$ cat config.mk
export PLATFORM = sky130hd
export DESIGN_NAME = axis_pkt_demux
export DESIGN_NICKNAME = d
export VERILOG_FILES = /design/src/rtl/axis_pkt_demux.sv
export SDC_FILE = /design/constraint.sdc
export NUM_CORES = 1
export LEC_CHECK = 0
export CORE_ASPECT_RATIO = 0.5
export CORE_MARGIN = 1.5
export CORE_UTILIZATION = 40
export DETAILED_ROUTE_END_ITERATION = 8
export PLACE_DENSITY = 0.83
export SYNTH_ARGS = -nofsm -noshare
export SYNTH_HDL_FRONTEND = slang
export SYNTH_SLANG_ARGS = --single-unit
$ cat constraint.sdc
create_clock -name clk -period 5.77 [get_ports clk]
set_input_delay 1.154 -clock clk [delete_from_list [all_inputs] [get_ports clk]]
set_output_delay 1.154 -clock clk [all_outputs]
set_load 0.02 [all_outputs]
$ cat src/rtl/axis_pkt_demux.sv
// axis_pkt_demux: routes AXI-Stream packets from one slave port to one of
// NUM_CH master ports. The channel is chosen by bus_sel on the first beat
// of each packet and held for the rest of that packet. A 2-entry buffer
// sits between input and outputs and preserves beat order across channel
// switches.
//
// Optional feature: define AXIS_PKT_DEMUX_DROP_EN to accept packets with an
// invalid start-of-packet select and discard them. This also adds a
// saturating drop_cnt output. When the macro is undefined, an invalid
// select holds the input off instead.
module axis_pkt_demux #(
    parameter int DATA_WIDTH = 32,
    parameter int NUM_CH     = 4
) (
    input  logic                         clk,
    input  logic                         rst,
    input  logic [7:0]                   bus_sel,
    input  logic [DATA_WIDTH-1:0]        s_axis_tdata,
    input  logic                         s_axis_tvalid,
    input  logic                         s_axis_tlast,
    output logic                         s_axis_tready,
    output logic [NUM_CH*DATA_WIDTH-1:0] m_axis_tdata,
    output logic [NUM_CH-1:0]            m_axis_tvalid,
    output logic [NUM_CH-1:0]            m_axis_tlast,
    input  logic [NUM_CH-1:0]            m_axis_tready,
    output logic                         busy
`ifdef AXIS_PKT_DEMUX_DROP_EN
    ,
    output logic [15:0]                  drop_cnt
`endif
);

    localparam int TW = (NUM_CH > 1) ? $clog2(NUM_CH) : 1;

    typedef enum logic [0:0] {
        ST_SOP = 1'b0,
        ST_MID = 1'b1
    } state_t;

    state_t                state_q, state_d;
    logic [DATA_WIDTH-1:0] data_q [2];
    logic [DATA_WIDTH-1:0] data_d [2];
    logic                  last_q [2];
    logic                  last_d [2];
    logic [TW-1:0]         idx_q  [2];
    logic [TW-1:0]         idx_d  [2];
    logic                  drop_q [2];
    logic                  drop_d [2];
    logic                  rd_ptr_q, rd_ptr_d;
    logic                  wr_ptr_q, wr_ptr_d;
    logic [1:0]            count_q, count_d;
    logic                  rdy_q, rdy_d;
    logic [TW-1:0]         tag_idx_q, tag_idx_d;
    logic                  tag_drop_q, tag_drop_d;

    logic                  sel_ok_s;
    logic [TW-1:0]         sel_idx_s;
    logic                  sop_drop_s;
    logic [TW-1:0]         pkt_idx_s;
    logic                  pkt_drop_s;
    logic                  s_ready_s;
    logic                  push_s;
    logic                  pop_s;
    logic                  head_valid_s;
    logic [DATA_WIDTH-1:0] head_data_s;
    logic                  head_last_s;
    logic [TW-1:0]         head_idx_s;
    logic                  head_drop_s;
    logic [NUM_CH-1:0]     m_valid_s;

    // Decode the select, build the packet tag and the input/output handshakes.
    always_comb begin
        sel_ok_s  = bus_sel[7] && (bus_sel[6:0] < 7'(NUM_CH));
        sel_idx_s = bus_sel[TW-1:0];
`ifdef AXIS_PKT_DEMUX_DROP_EN
        sop_drop_s = !sel_ok_s;
        s_ready_s  = rdy_q;
`else
        sop_drop_s = 1'b0;
        s_ready_s  = rdy_q && ((state_q == ST_MID) || sel_ok_s);
`endif
        if (state_q == ST_SOP) begin
            pkt_idx_s  = sel_idx_s;
            pkt_drop_s = sop_drop_s;
        end else begin
            pkt_idx_s  = tag_idx_q;
            pkt_drop_s = tag_drop_q;
        end
        push_s       = s_axis_tvalid && s_ready_s;
        head_valid_s = (count_q != 2'd0);
        head_data_s  = data_q[rd_ptr_q];
        head_last_s  = last_q[rd_ptr_q];
        head_idx_s   = idx_q[rd_ptr_q];
        head_drop_s  = drop_q[rd_ptr_q];
        pop_s        = head_valid_s && (head_drop_s || m_axis_tready[head_idx_s]);
    end

    // Per-channel valid: only the channel named by the head tag, never for dropped beats.
    always_comb begin
        m_valid_s = '0;
        for (int k = 0; k < NUM_CH; k++) begin
            m_valid_s[k] = head_valid_s && !head_drop_s && (head_idx_s == TW'(k));
        end
    end

    // Next state for the input FSM, packet tag, buffer entries, pointers and ready.
    always_comb begin
        state_d    = state_q;
        tag_idx_d  = tag_idx_q;
        tag_drop_d = tag_drop_q;
        data_d     = data_q;
        last_d     = last_q;
        idx_d      = idx_q;
        drop_d     = drop_q;
        wr_ptr_d   = wr_ptr_q;
        rd_ptr_d   = rd_ptr_q;
        if (push_s) begin
            data_d[wr_ptr_q] = s_axis_tdata;
            last_d[wr_ptr_q] = s_axis_tlast;
            idx_d[wr_ptr_q]  = pkt_idx_s;
            drop_d[wr_ptr_q] = pkt_drop_s;
            wr_ptr_d         = ~wr_ptr_q;
            tag_idx_d        = pkt_idx_s;
            tag_drop_d       = pkt_drop_s;
            if (s_axis_tlast) begin
                state_d = ST_SOP;
            end else begin
                state_d = ST_MID;
            end
        end else begin
            state_d = state_q;
        end
        if (pop_s) begin
            rd_ptr_d = ~rd_ptr_q;
        end else begin
            rd_ptr_d = rd_ptr_q;
        end
        case ({push_s, pop_s})
            2'b10:   count_d = count_q + 2'd1;
            2'b01:   count_d = count_q - 2'd1;
            default: count_d = count_q;
        endcase
        // Ready is registered: it reflects the occupancy after this edge.
        rdy_d = (count_d != 2'd2);
    end

    // State and buffer registers; reset empties the buffer and discards any open packet.
    always_ff @(posedge clk or posedge rst) begin
        if (rst) begin
            state_q    <= ST_SOP;
            tag_idx_q  <= '0;
            tag_drop_q <= 1'b0;
            wr_ptr_q   <= 1'b0;
            rd_ptr_q   <= 1'b0;
            count_q    <= 2'd0;
            rdy_q      <= 1'b0;
            for (int i = 0; i < 2; i++) begin
                data_q[i] <= '0;
                last_q[i] <= 1'b0;
                idx_q[i]  <= '0;
                drop_q[i] <= 1'b0;
            end
        end else begin
            state_q    <= state_d;
            tag_idx_q  <= tag_idx_d;
            tag_drop_q <= tag_drop_d;
            wr_ptr_q   <= wr_ptr_d;
            rd_ptr_q   <= rd_ptr_d;
            count_q    <= count_d;
            rdy_q      <= rdy_d;
            for (int i = 0; i < 2; i++) begin
                data_q[i] <= data_d[i];
                last_q[i] <= last_d[i];
                idx_q[i]  <= idx_d[i];
                drop_q[i] <= drop_d[i];
            end
        end
    end

`ifdef AXIS_PKT_DEMUX_DROP_EN
    logic [15:0] drop_cnt_q, drop_cnt_d;

    // Count dropped packets on the pop of their last beat, saturating at all-ones.
    always_comb begin
        if (pop_s && head_drop_s && head_last_s && (drop_cnt_q != 16'hFFFF)) begin
            drop_cnt_d = drop_cnt_q + 16'd1;
        end else begin
            drop_cnt_d = drop_cnt_q;
        end
    end

    // Drop counter register.
    always_ff @(posedge clk or posedge rst) begin
        if (rst) begin
            drop_cnt_q <= 16'd0;
        end else begin
            drop_cnt_q <= drop_cnt_d;
        end
    end

    assign drop_cnt = drop_cnt_q;
`endif

    assign s_axis_tready = s_ready_s;
    assign m_axis_tdata  = {NUM_CH{head_data_s}};
    assign m_axis_tvalid = m_valid_s;
    assign m_axis_tlast  = m_valid_s & {NUM_CH{head_last_s}};
    assign busy          = (state_q == ST_MID) || (count_q != 2'd0);

endmodule

==> results.sh <==
export IMPL_status="completed"
export IMPL_timing_final_max_slew_violations=0
export IMPL_final_antenna_net_count=0
export IMPL_gpl_final_weighted_congestion=0.792
export IMPL_grt_met1_usage=0.178
export IMPL_finalHoldViolations=0
export IMPL_highest_attainable_clock_frequency_ghz=0.248
export IMPL_grt_antenna_before_repair=0
export IMPL_tritoncts="built"
export IMPL_cts_htree_levels=3
export IMPL_io_pins=186
export IMPL_synthesis_area_per_instance_sq_um=12.3
export IMPL_later_pin_clock_latency_in_the_skew_report_ps=330
export IMPL_critical_path_startpoint_type="input pin"
export IMPL_final_nets=503
export IMPL_placeableCoreArea_sq_um=10900
export IMPL_worstSetupPathType="input pin to output port"
export IMPL_grt_max_degree=54
export IMPL_grt_pass1_vias=2807
export IMPL_wp_data_arrival_ps=2880
export IMPL_ys_ff_latch=81
export IMPL_ctsLongestPathBuffers=2
export IMPL_diodes=0
export IMPL_path_max_fanout=6
export IMPL_die_width_um=152
export IMPL_setup_tns_final_ps=0
export IMPL_die_area_sq_um=11800
export IMPL_min_delay_path_class="flop to flop"
export IMPL_post_cts_resized_instances=0
export IMPL_clock_buffers_created_by_tritoncts=9
export IMPL_detailed_route_wire_length_mm=8.86
export IMPL_most_common_cell_after_layout_fill_and_taps_aside="sky130_fd_sc_hd__clkdlybuf4s50_1"
export IMPL_final_period_minus_worst_setup_slack_ps=4030
export IMPL_clock_sink_count=81
export IMPL_routed_wire_per_std_cell_um=14.7
export IMPL_post_cts_setup_buffer_count=0
export IMPL_required_ps=4620
export IMPL_place_hpwl_mm=6.55
export IMPL_clockRootBuffer="sky130_fd_sc_hd__clkbuf_16"
export IMPL_port_buffers=185
export IMPL_path_clk_slew_ps=60
export IMPL_tightestPinTransition_ps=824
export IMPL_post_synth_instance_area_sq_um=4470
export IMPL_clock_skew_ps=4.47
export IMPL_drv_cap=0
export IMPL_grtUsageMet2=0.267
export IMPL_via_per_inst=4.63
export IMPL_holdBufCountCts=0
export IMPL_synth_yosys_warnings=0
export IMPL_via_count=2799
export IMPL_timing_final_setup_violations=0
export IMPL_synthesis_nets=412
export IMPL_initial_core_utilization=0.408
export IMPL_seq_area_frac_synth=0.454
export IMPL_drc_errors=0
export IMPL_syn_instance_count=363
export IMPL_drive_gt1_frac=0.296
export IMPL_dr_first_iter_drc_count=103
export IMPL_unrepaired_setup_endpoints_after_global_routing="no"
export IMPL_placementRows=27
export IMPL_fin_crit_sh=0.698
export IMPL_critPathCaptureType="output port"
export IMPL_initial_drt_pass_iterations=4
export IMPL_synthDistinctLibCells=35
export IMPL_grt_busiest_layer="met2"
export IMPL_layout_filler_cells=928
export IMPL_area_growth_pct=34.9
export IMPL_die_height_um=77.7
export IMPL_timing_slew_headroom=0.449
export IMPL_met3_usage=0.0397
export IMPL_commonest_non_fill_non_tap_cells_in_the_layout="185 x sky130_fd_sc_hd__clkdlybuf4s50_1, 107 x sky130_fd_sc_hd__mux2_2, 80 x sky130_fd_sc_hd__dfrtp_1"
export IMPL_grt_overflow=0
export IMPL_grt_usage=0.147
export IMPL_wire_length_of_the_first_global_routing_pass_mm=14.0
## sequential cells by signal (all words and copies together) (netlist names)
register and count:
drop_q 2, tag_drop_q 1, rdy_q 1, idx_q 4
rd_ptr_q 1, count_q 2, tag_idx_q 2, wr_ptr_q 1
data_q 64, last_q 2, state_q 1
## worst max-delay path, stage by stage
cell and delay [ps]:
sky130_fd_sc_hd__clkdlybuf4s50_1 420, sky130_fd_sc_hd__nor4b_2 320, sky130_fd_sc_hd__a21oi_2 180, sky130_fd_sc_hd__nor2b_1 170, sky130_fd_sc_hd__clkdlybuf4s50_1 630
## per-stage QoR
step	hold WS [ps]	cells	setup slack, ps	instance area (sq um)	util
2_1_floorplan	454	363	2540	4470	-
3_3_place_gp	463	588	1740	5720	0.522
3_5_place_dp	490	588	1740	5720	0.522
4_1_cts	505	604	1730	6020	0.550
5_1_grt	517	604	1640	6020	0.550
6_report	501	604	1740	6020	0.550
## cell usage after synthesis
| library cell | number | area (sq um) |
|---|---|---|
| sky130_fd_sc_hd__o32a_1 | 1 | 10.0 |
| sky130_fd_sc_hd__o2111ai_1 | 1 | 8.76 |
| sky130_fd_sc_hd__a31oi_1 | 1 | 6.26 |
| sky130_fd_sc_hd__nor4b_2 | 1 | 15.0 |
| sky130_fd_sc_hd__buf_6 | 6 | 67.6 |
| sky130_fd_sc_hd__o221ai_1 | 1 | 8.76 |
| sky130_fd_sc_hd__a21oi_2 | 1 | 8.76 |
| sky130_fd_sc_hd__buf_1 | 5 | 18.8 |
| sky130_fd_sc_hd__a32oi_1 | 1 | 8.76 |
| sky130_fd_sc_hd__a21oi_1 | 1 | 5.00 |
| sky130_fd_sc_hd__nor3_4 | 2 | 32.5 |
| sky130_fd_sc_hd__mux2i_1 | 3 | 30.0 |
| sky130_fd_sc_hd__a32o_1 | 1 | 10.0 |
| sky130_fd_sc_hd__or3_1 | 1 | 6.26 |
| sky130_fd_sc_hd__or4_1 | 1 | 7.51 |
| sky130_fd_sc_hd__buf_4 | 96 | 721 |
| sky130_fd_sc_hd__or2_2 | 2 | 12.5 |
| sky130_fd_sc_hd__mux2_1 | 1 | 11.3 |
| sky130_fd_sc_hd__a21o_1 | 1 | 7.51 |
| sky130_fd_sc_hd__nor4_1 | 1 | 6.26 |
| sky130_fd_sc_hd__o221a_2 | 1 | 11.3 |
| sky130_fd_sc_hd__dfrtp_1 | 81 | 2030 |
| sky130_fd_sc_hd__inv_1 | 7 | 26.3 |
| sky130_fd_sc_hd__nor2_1 | 15 | 56.3 |
| sky130_fd_sc_hd__o22ai_1 | 2 | 12.5 |
| sky130_fd_sc_hd__nand4_1 | 1 | 6.26 |
| sky130_fd_sc_hd__nand3_1 | 1 | 5.00 |
| sky130_fd_sc_hd__nor3_1 | 4 | 20.0 |
| sky130_fd_sc_hd__xor2_1 | 2 | 17.5 |
| sky130_fd_sc_hd__clkbuf_1 | 2 | 7.51 |
| sky130_fd_sc_hd__nor2b_1 | 2 | 12.5 |
| sky130_fd_sc_hd__nand2_1 | 7 | 26.3 |
| sky130_fd_sc_hd__mux2_2 | 107 | 1200 |
| sky130_fd_sc_hd__xnor2_1 | 2 | 17.5 |
| sky130_fd_sc_hd__ha_1 | 1 | 12.5 |
## area by class of cell
type / instances / area, sq um / share of cell area
repair buffers: 189 / 1880 / 0.312
well taps: 145 / 181 / 0.0301
inverters: 7 / 27.5 / 0.00457
clock buffers: 9 / 225 / 0.0374
clock inverters: 7 / 81.3 / 0.0135
flip-flops and latches: 81 / 2030 / 0.337
multi-input cells: 166 / 1600 / 0.265
## final timing paths
path                                         from                     end  slack, ps  cells after the start
max                                    bus_sel[6]           s_axis_tready       1740                      5
min                        data_q[14]$_DFFE_PP0P_  data_q[14]$_DFFE_PP0P_        500                      1
max reg2reg                  rd_ptr_q$_DFFE_PP0P_         rdy_q$_DFF_PP0_       2870                      9
min reg2reg                data_q[14]$_DFFE_PP0P_  data_q[14]$_DFFE_PP0P_        500                      1
max in group asynchronous                     rst    rd_ptr_q$_DFFE_PP0P_       3520                      3
min in group asynchronous                     rst  data_q[57]$_DFFE_PP0P_       1170                      2
## logic make-up (layout without fill, tap and decap cells)
logic type                 after synthesis  count (layout)  share of synthesized area
and+or+nand+nor                         38              38                     0.0462
AOI/OAI and AO/OA                       12              12                     0.0219
muxes                                  111             111                      0.279
DFF                                     81              81                      0.454
adders and majority gates                1               1                    0.00280
xor gates and xnor gates                 4               4                    0.00785
buffers and inverters                  116             212                      0.188
## layer usage
metal / vias to the layer above / wire length (um) / part of all wire
met5: - / 0 / 0
met2: 60 / 4750 / 0.54
met4: 0 / 24 / 0.0027
met3: 2 / 324 / 0.037
li1: 1332 / - / -
met1: 1405 / 3760 / 0.42
Power is not shown: default switching activity piles up to over one toggle a cycle in this logic, so the estimate is an artifact.
